<file path="config.mk">
export PLATFORM = sky130hd
export DESIGN_NAME = pipe_fetch
export DESIGN_NICKNAME = d
export VERILOG_FILES = /design/src/rtl/pipe_pkg.sv /design/src/rtl/fetch_pc_sel.sv /design/src/rtl/pipe_fetch.sv
export SDC_FILE = /design/constraint.sdc
export NUM_CORES = 1
export LEC_CHECK = 0
export ABC_AREA = 1
export CAP_MARGIN = 20
export CORE_MARGIN = 2
export CORE_UTILIZATION = 40
export CTS_CLUSTER_SIZE = 8
export DETAILED_ROUTE_END_ITERATION = 10
export PLACE_DENSITY = 0.64
export SYNTH_ARGS = -nofsm -noshare
export SYNTH_HDL_FRONTEND = slang
export SYNTH_HIERARCHICAL = 1
export SYNTH_SLANG_ARGS = --single-unit
</file>
<file path="constraint.sdc">
create_clock -name clk -period 20.5 [get_ports clk]
set_clock_uncertainty 0.2 [all_clocks]
set_input_delay 4.1 -clock clk [delete_from_list [all_inputs] [get_ports clk]]
set_output_delay 4.1 -clock clk [all_outputs]
set_load 0.01 [all_outputs]
</file>
<file path="src/rtl/pipe_pkg.sv">
// Shared definitions for the instruction-fetch stage: defaults, fetch FSM
// encoding, pcsrcd encodings and the next-PC source selector.
package pipe_pkg;

  localparam logic [31:0] RESET_PC_DEFAULT = 32'h0000_0000;
  localparam logic [31:0] NOP_WORD         = 32'h0000_0000;

  // pcsrcd encodings coming from decode control ({jumpd, equald&branchd})
  localparam logic [1:0] PCSRC_SEQ = 2'b00;
  localparam logic [1:0] PCSRC_BR  = 2'b01;
  localparam logic [1:0] PCSRC_J   = 2'b10;

  // REQ : request outstanding on the current PCF
  // HOLD: word captured while decode is stalled, request dropped
  // KILL: wrong-path access still outstanding, redirect target saved
  typedef enum logic [1:0] {
    ST_REQ  = 2'd0,
    ST_HOLD = 2'd1,
    ST_KILL = 2'd2
  } fetch_state_t;

  // Where the PC register takes its next value from
  typedef enum logic [1:0] {
    PC_KEEP   = 2'd0,
    PC_SEQ    = 2'd1,
    PC_TARGET = 2'd2,
    PC_SAVED  = 2'd3
  } pc_sel_t;

  // MIPS J-type target: upper nibble of PC+4, 26-bit word index, word aligned
  function automatic logic [31:0] jump_target(input logic [3:0]  pcp4_hi,
                                              input logic [25:0] idx);
    return {pcp4_hi, idx, 2'b00};
  endfunction

endpackage

</file>
<file path="src/rtl/fetch_pc_sel.sv">
// Combinational next-PC selection: PC+4, redirect target (jump beats branch)
// and the final mux feeding the PC register.
module fetch_pc_sel
  import pipe_pkg::*;
(
  input  logic [31:0] pcf_i,
  input  pc_sel_t     sel_i,
  input  logic        jump_i,
  input  logic [31:0] pcbranchd_i,
  input  logic [25:0] jidx_i,
  input  logic [3:0]  pcplus4d_hi_i,
  input  logic [31:0] saved_i,
  output logic [31:0] pcplus4f_o,
  output logic [31:0] target_o,
  output logic [31:0] next_pc_o
);

  // PC+4 wraps modulo 2^32; target is used as given (no realignment)
  always_comb begin
    pcplus4f_o = pcf_i + 32'd4;
    target_o   = jump_i ? jump_target(pcplus4d_hi_i, jidx_i) : pcbranchd_i;
  end

  // Next-PC source mux
  always_comb begin
    next_pc_o = pcf_i;
    case (sel_i)
      PC_KEEP:   next_pc_o = pcf_i;
      PC_SEQ:    next_pc_o = pcplus4f_o;
      PC_TARGET: next_pc_o = target_o;
      PC_SAVED:  next_pc_o = saved_i;
      default:   next_pc_o = pcf_i;
    endcase
  end

endmodule

</file>
<file path="src/rtl/pipe_fetch.sv">
// Instruction-fetch stage plus IF/ID register. Holds PCF, talks to a
// variable-latency instruction memory, honours decode stalls and kills the
// wrong-path fetch on a taken branch or jump.
//
// Memory handshake: imem_req and imem_addr are registered. While imem_req=1
// the address is held until a cycle with imem_ready=1; that cycle's
// imem_rdata is consumed at the rising edge. imem_ready is ignored whenever
// imem_req=0 (including the reset cycle and the first cycle after release).
module pipe_fetch
  import pipe_pkg::*;
#(
  parameter logic [31:0] RESET_PC = RESET_PC_DEFAULT,
  parameter logic [31:0] NOP      = NOP_WORD
) (
  input  logic         clk,
  input  logic         reset,
  input  logic         stalld,
  input  logic [1:0]   pcsrcd,
  input  logic [31:0]  pcbranchd,
  output logic         imem_req,
  output logic [31:0]  imem_addr,
  input  logic         imem_ready,
  input  logic [31:0]  imem_rdata,
  output logic [31:0]  instrd,
  output logic [31:0]  pcplus4d,
  output logic         validd,
  output fetch_state_t dbg_state_o
);

  fetch_state_t state_q, state_d;
  logic [31:0]  pcf_q, pcf_d;
  logic [31:0]  buf_instr_q, buf_instr_d;
  logic [31:0]  buf_pcp4_q, buf_pcp4_d;
  logic [31:0]  saved_q, saved_d;
  logic [31:0]  instrd_q, instrd_d;
  logic [31:0]  pcplus4d_q, pcplus4d_d;
  logic         validd_q, validd_d;
  logic         req_q, req_d;

  pc_sel_t      pc_sel;
  logic [31:0]  pcplus4f;
  logic [31:0]  target;
  logic         redirect;
  logic         rdy;
  logic         deliver;
  logic [31:0]  deliver_instr;
  logic [31:0]  deliver_pcp4;

  // Decode only redirects for a real, unstalled instruction
  assign redirect = validd_q & ~stalld & (pcsrcd != PCSRC_SEQ);
  assign rdy      = imem_ready & req_q;

  fetch_pc_sel u_pc_sel (
    .pcf_i         (pcf_q),
    .sel_i         (pc_sel),
    .jump_i        (pcsrcd[1]),
    .pcbranchd_i   (pcbranchd),
    .jidx_i        (instrd_q[25:0]),
    .pcplus4d_hi_i (pcplus4d_q[31:28]),
    .saved_i       (saved_q),
    .pcplus4f_o    (pcplus4f),
    .target_o      (target),
    .next_pc_o     (pcf_d)
  );

  // Fetch FSM next-state, PC source, hold buffer and IF/ID load decisions
  always_comb begin
    state_d       = state_q;
    pc_sel        = PC_KEEP;
    buf_instr_d   = buf_instr_q;
    buf_pcp4_d    = buf_pcp4_q;
    saved_d       = saved_q;
    deliver       = 1'b0;
    deliver_instr = NOP;
    deliver_pcp4  = 32'd0;

    case (state_q)
      ST_REQ: begin
        if (rdy) begin
          if (redirect) begin
            pc_sel = PC_TARGET;
          end else if (!stalld) begin
            deliver       = 1'b1;
            deliver_instr = imem_rdata;
            deliver_pcp4  = pcplus4f;
            pc_sel        = PC_SEQ;
          end else begin
            buf_instr_d = imem_rdata;
            buf_pcp4_d  = pcplus4f;
            state_d     = ST_HOLD;
          end
        end else if (redirect) begin
          // Address must stay stable until the outstanding access returns
          saved_d = target;
          state_d = ST_KILL;
        end
      end
      ST_HOLD: begin
        if (!stalld) begin
          state_d = ST_REQ;
          if (redirect) begin
            pc_sel = PC_TARGET;
          end else begin
            deliver       = 1'b1;
            deliver_instr = buf_instr_q;
            deliver_pcp4  = buf_pcp4_q;
            pc_sel        = PC_SEQ;
          end
        end
      end
      ST_KILL: begin
        if (rdy) begin
          pc_sel  = PC_SAVED;
          state_d = ST_REQ;
        end
      end
      default: state_d = ST_REQ;
    endcase

    // IF/ID: stall holds, redirect or no delivery inserts a bubble
    instrd_d   = instrd_q;
    pcplus4d_d = pcplus4d_q;
    validd_d   = validd_q;
    if (!stalld) begin
      if (deliver && !redirect) begin
        instrd_d   = deliver_instr;
        pcplus4d_d = deliver_pcp4;
        validd_d   = 1'b1;
      end else begin
        instrd_d   = NOP;
        pcplus4d_d = pcplus4d_q;
        validd_d   = 1'b0;
      end
    end

    req_d = (state_d != ST_HOLD);
  end

  // All fetch-stage state, including the registered memory request
  always_ff @(posedge clk or posedge reset) begin
    if (reset) begin
      state_q     <= ST_REQ;
      pcf_q       <= RESET_PC;
      buf_instr_q <= NOP;
      buf_pcp4_q  <= 32'd0;
      saved_q     <= 32'd0;
      instrd_q    <= NOP;
      pcplus4d_q  <= 32'd0;
      validd_q    <= 1'b0;
      req_q       <= 1'b0;
    end else begin
      state_q     <= state_d;
      pcf_q       <= pcf_d;
      buf_instr_q <= buf_instr_d;
      buf_pcp4_q  <= buf_pcp4_d;
      saved_q     <= saved_d;
      instrd_q    <= instrd_d;
      pcplus4d_q  <= pcplus4d_d;
      validd_q    <= validd_d;
      req_q       <= req_d;
    end
  end

  assign imem_req    = req_q;
  assign imem_addr   = pcf_q;
  assign instrd      = instrd_q;
  assign pcplus4d    = pcplus4d_q;
  assign validd      = validd_q;
  assign dbg_state_o = state_q;

endmodule

</file>
==> results.toml, run 1 <==
[outcome]
status = "finished clean"

[synthesis]
syn_nets = 1391
ys.warnings.count = 6
syn_area_per_cell_sq_um = 7.540
synth_edf_count = 0
postSynth.asyncResetShare_pct = 100.0
synthCells = 1320
synth_cell_type_count = 27
netlist_area_sq_um = 9953
ys.flop_type = "dfrtp_1"
synth_seq_area_share_pct = 49.28
ys_ff_latch = 196

[worst_setup_path]
crit_buf_inv = 5
critPathArrivalTime_ns = 7.23
reg2regPathDepth = 6
worstPathCellList = "clkdlybuf4s50_1 -> buf_4 -> inv_2 -> buf_16 -> nand2_4 -> a21oi_1 -> nand2_1 -> inv_1 -> a22oi_1 -> nand3_1"
endpoint = "imem_addr[17]"
critPathSlowestCell = "inv_1"
path_max_fanout = 36
rr_startpoint = "dbg_state_o[1]"
cp_data_required_time_ns = 20.67
max_stage_delay_ns = 0.79
ff2ff_setup_slack_ns = 17.44
path_delay_family = "buffers and inverters"
crit_cells = 10
start_kind = "input pin"
worstSetupStartpoint = "stalld"
end_kind = "flip-flop"
rr_endpoint = "buf_instr_q[22]"
critPathKind = "in -> reg"

[final_layout]
mostFrequentLayoutCells = "nand2_1 (674), dfrtp_1 (196), clkdlybuf4s50_1 (169), nand3_1 (145), o21ai_0 (66)"
fin_util_pct = 51.02
syn2layout_area_growth_pct = 25.03
num-nets-final = 1517
fillers = 2400
n_antenna_cell = 0
stdcell_area_sq_um = 12440
final_common_cell = "nand2_1"
drive_gt1_share_pct = 5.963

[power]
power_density_nw_per_um2 = 116.5
ir_drop_mv = 0.06041
p_leak_uw = 0.006217

[floorplanning]
die_area_sq_um = 26160
die_w_microns = 161.7
design.core.area_sq_um = 24390
rows = 57
initial_utilization_pct = 40.81
io_pins = 170
die_y_microns = 161.7

[global_route]
grt_pass1_vias = 8259
grt.overflow.total = 0
antenna_found_initial = 0
grt_usage_pct = 21.79
grt_pass1_wl_microns = 45360
grt_max_degree = 121

[clock_tree]
clkTransAtPathRegs_ns = 0.08
hold_buffers = 0
clock-root-buffer = "clkbuf_16"
insertion_delay_ns = 0.44
htree_levels = 4
cts_sinks = 196
cts_tree = "built"
ctsResizeCount = 0
cts_setup_buffers = 0
clock_path_buffers = 2
cts_buffers = 17

[drt]
vias_per_cell = 4.989
wl_per_cell_microns = 15.63
routed-via-count = 8895
wl_microns = 27870
first_iter_violations = 608
drc = 0
firstDrtPassIters = 6
drtAntennaViolNets = 0

[timing]
slew_violations = 0
worst_pin_slew_ns = 1.080
fin_crit_ns = 7.059
setup_violations = 0
tns_ns = 0
fmax_ghz = 0.1417
hold_viol = 0
timing.slew.headroom_pct = 27.93
rsz0062_at_grt = "false"
final.period_utilization_pct = 34.43

[place]
place_hpwl_microns = 18840
gp_congestion = 0.8732
place_area_sq_um = 11740
io_buffers = 169

[worst_hold_path]
min_path_type = "reg -> reg"

[flow_run]
maxCapViolCount = 0
[layer usage]
| layer | share of wire (%) | track usage [%] | up-vias |
|---|---|---|---|
| met3 | 6.1 | 4.060 | 21 |
| met5 | 0 | 0 | - |
| li1 | - | - | 4437 |
| met2 | 45 | 32.69 | 269 |
| met4 | 1.2 | 5.752 | 0 |
| met1 | 48 | 32.46 | 4168 |
[layout make-up]
class | instances | area, sq um | area share, %
Clock buffer | 17 | 425.4 | 3.418
Clock inverter | 15 | 192.7 | 1.548
Inverter | 38 | 150.1 | 1.207
Multi-Input combinational cell | 1010 | 4509 | 36.24
Sequential cell | 196 | 4905 | 39.41
Tap cell | 324 | 405.4 | 3.258
Timing Repair Buffer | 183 | 1857 | 14.92
[tightest hold or removal path, stage by stage (launching register included)]
cell     delay, ns
dfrtp_1       0.34
nand2_1       0.05
nand2_1       0.04
[flip-flops by register name (all words and copies together), names as in the netlist]
name and cells:
buf_instr_q 32, buf_pcp4_q 32, dbg_state_o 2, imem_addr 32
imem_req 1, instrd 32, pcplus4d 32, saved_q 32
validd 1
[how the worst min path moves through the flow]
| stage | from | endpoint | depth (start not counted) |
|---|---|---|---|
| floorplan | saved_q[0] | saved_q[0] | 2 |
| finish | pcplus4d[10] | pcplus4d[10] | 2 |
| CTS | saved_q[9] | saved_q[9] | 2 |
| detailed placement | pcplus4d[25] | pcplus4d[25] | 2 |
| global route | pcplus4d[24] | pcplus4d[24] | 2 |
| global placement | pcplus4d[24] | pcplus4d[24] | 2 |
[synth_stat cells (all sizes together) (3+ instances only)]
cell / number / area, sq um
nor2: 52 / 307.8
a21oi: 3 / 15.01
inv: 38 / 142.6
xor2: 11 / 141.4
xnor2: 4 / 35.03
nand2: 685 / 2619
a22oi: 28 / 210.2
o21ai: 67 / 339.1
buf: 45 / 290.3
nand3: 146 / 735.7
and2: 9 / 56.30
clkbuf: 31 / 116.4
dfrtp: 196 / 4905
[report_power, final]
group / switching, uW / total [uW] / internal (uW)
logic: 251 / 462 / 211
registers: 115 / 636 / 520
clock network: 166 / 352 / 187
total: 532 / 1450 / 918
[metrics by stage]
stage | total power, uW | std cells | hold WS [ns] | worst slack, ns
5_1_grt | 1548 | 1783 | 0.2911 | 13.15
4_1_cts | 1455 | 1780 | 0.2770 | 13.31
3_3_place_gp | 1091 | 1748 | 0.2522 | 12.93
6_report | 1450 | 1783 | 0.2695 | 13.44
3_5_place_dp | 1100 | 1748 | 0.2584 | 12.85
2_1_floorplan | 883.2 | 1320 | 0.2422 | 10.86
[cell families (layout without fill, tap and decap cells)]
logic type | Yosys count | after routing | share of synthesized area [%]
adder cells (fa/ha/maj) | 1 | 1 | 0.1257
buffers and inverters | 114 | 253 | 5.519
AO/OA/AOI/OAI | 98 | 98 | 5.669
flip-flops | 196 | 196 | 49.28
AND/OR/NAND/NOR | 896 | 896 | 37.64
XOR/XNOR | 15 | 15 | 1.772
Note: power is estimated with default switching activity, not from simulation.
==> run 2: changes to the inputs <==
--- a/config.mk
+++ b/config.mk
@@ -11,7 +11,7 @@
 export CORE_UTILIZATION = 40
 export CTS_CLUSTER_SIZE = 8
 export DETAILED_ROUTE_END_ITERATION = 10
-export PLACE_DENSITY = 0.64
+export PLACE_DENSITY = 0.66
 export SYNTH_ARGS = -nofsm -noshare
 export SYNTH_HDL_FRONTEND = slang
 export SYNTH_HIERARCHICAL = 1
==> constraint.sdc (replaced) <==
create_clock -name clk -period 6.1 [get_ports clk]
set_clock_uncertainty 0.2 [all_clocks]
set_input_delay 1.22 -clock clk [delete_from_list [all_inputs] [get_ports clk]]
set_output_delay 1.22 -clock clk [all_outputs]
set_load 0.01 [all_outputs]
==> results.toml, run 2 (synthesized netlist as in run 1, its figures left out) <==
[outcome]
status = "finished clean"

[worst_setup_path]
crit_buf_inv = 5
path_max_fanout = 35
end_kind = "flip-flop"
path_delay_family = "buffers and inverters"
critPathArrivalTime_ns = 4.25
critPathSlowestCell = "inv_1"
start_kind = "input pin"
max_stage_delay_ns = 0.72
critPathKind = "in -> reg"
worstPathCellList = "clkdlybuf4s50_1 -> buf_4 -> o21ai_2 -> nor2_2 -> buf_4 -> inv_1 -> a21oi_1 -> nand2_1 -> inv_1 -> a22oi_1 -> nand3_1"
cp_data_required_time_ns = 6.26

[power]
power_density_nw_per_um2 = 386.1
pwr-share-comb_pct = 32.5
p_int_uw = 3003
p_leak_uw = 0.006184
ir_drop_mv = 0.1717
clockPowerShare_pct = 22.7
p_switching_uw = 1770
power_frac_seq_pct = 44.9
netSwitchingFraction_pct = 37.08

[drt]
drtAntennaViolNets = 0
firstDrtPassIters = 5
routed-via-count = 8870
wl_per_cell_microns = 15.69
wl_microns = 27990
first_iter_violations = 676
vias_per_cell = 4.972
drc = 0

[global_route]
grt_pass1_wl_microns = 46620
antenna_found_initial = 0
grt_max_degree = 91
grt_pass1_vias = 8583
grt_usage_pct = 22.23
grt.overflow.total = 0

[place]
io_buffers = 169
gp_congestion = 0.8458
place_area_sq_um = 11800
place_hpwl_microns = 19310

[clock_tree]
htree_levels = 4
clock_path_buffers = 2
cts_setup_buffers = 0
clock-root-buffer = "clkbuf_16"
clkTransAtPathRegs_ns = 0.07
hold_buffers = 0
cts_tree = "built"
ctsResizeCount = 0
cts_sinks = 196
cts_buffers = 17
insertion_delay_ns = 0.43

[timing]
rsz0062_at_grt = "false"
fmax_ghz = 0.2446
tns_ns = 0
setup_violations = 0
timing.slew.headroom_pct = 32.17
final.period_utilization_pct = 67.03
slew_violations = 0
worst_pin_slew_ns = 1.016
fin_crit_ns = 4.089
hold_viol = 0

[worst_hold_path]
min_path_type = "reg -> reg"

[floorplanning]
design.core.area_sq_um = 24390
die_w_microns = 161.7
io_pins = 170
rows = 57
die_y_microns = 161.7
initial_utilization_pct = 40.81
die_area_sq_um = 26160

[final_layout]
n_antenna_cell = 0
final_common_cell = "nand2_1"
num-nets-final = 1518
drive_gt1_share_pct = 6.027
syn2layout_area_growth_pct = 24.22
fillers = 2423
mostFrequentLayoutCells = "nand2_1 (674), dfrtp_1 (196), clkdlybuf4s50_1 (169), nand3_1 (145), o21ai_0 (66)"
stdcell_area_sq_um = 12360

[flow_run]
maxCapViolCount = 0
run 2: final timing paths:
kind | endpoint | cells after the start | from | slack (ns)
max | imem_addr[10] | 11 | pcsrcd[1] | 2.01
min | pcplus4d[8] | 2 | pcplus4d[8] | 0.27
max reg2reg | buf_instr_q[9] | 6 | dbg_state_o[1] | 2.67
min reg2reg | pcplus4d[8] | 2 | pcplus4d[8] | 0.27
max in group asynchronous | buf_pcp4_q[20] | 3 | reset | 3.88
min in group asynchronous | buf_instr_q[3] | 2 | reset | 0.83
run 2: power by group through the flow:
stage          clock, uW  combinational (uW)  sequential [uW]
2_1_floorplan          0                 824             2140
3_3_place_gp           0                1520             2150
3_5_place_dp           0                1550             2160
4_1_cts             1110                1560             2140
5_1_grt             1160                1750             2210
6_report            1080                1550             2140
run 2: worst min-delay path, stage by stage, from the launching register on:
cell and delay [ns]:
dfrtp_1 0.34, nand2_1 0.05, nand2_1 0.04
run 2: layout make-up:
| cell class | instances | area [sq um] | area share [%] |
|---|---|---|---|
| clock buffer | 18 | 439.2 | 3.552 |
| sequential | 196 | 4905 | 39.67 |
| inverter | 38 | 146.4 | 1.184 |
| timing repair buffer | 184 | 1844 | 14.92 |
| tap | 324 | 405.4 | 3.279 |
| clock inverter | 14 | 115.1 | 0.9310 |
| multi-input combinational | 1010 | 4509 | 36.47 |
run 2: per-stage QoR:
| step | hold WS [ns] | cells | setup slack (ns) | utilization [%] | power [uW] |
|---|---|---|---|---|---|
| after floorplan | 0.2422 | 1320 | 2.148 | - | 2968 |
| after global placement | 0.2536 | 1750 | 1.708 | 48.25 | 3677 |
| after detailed placement | 0.2584 | 1751 | 1.595 | 48.36 | 3711 |
| after CTS | 0.2772 | 1783 | 2.033 | 50.63 | 4804 |
| after global routing | 0.2884 | 1784 | 1.732 | 50.69 | 5117 |
| final | 0.2690 | 1784 | 2.011 | 50.69 | 4773 |
run 2: layer usage:
metal,routed length [microns],vias to the layer above,track usage (%),share of wire (%)
met5,0,-,0,0
met4,196,0,3.781,0.70
met3,1629,12,4.469,5.8
met2,12590,270,34.85,45
met1,13570,4138,32.49,48
li1,-,4450,-,-
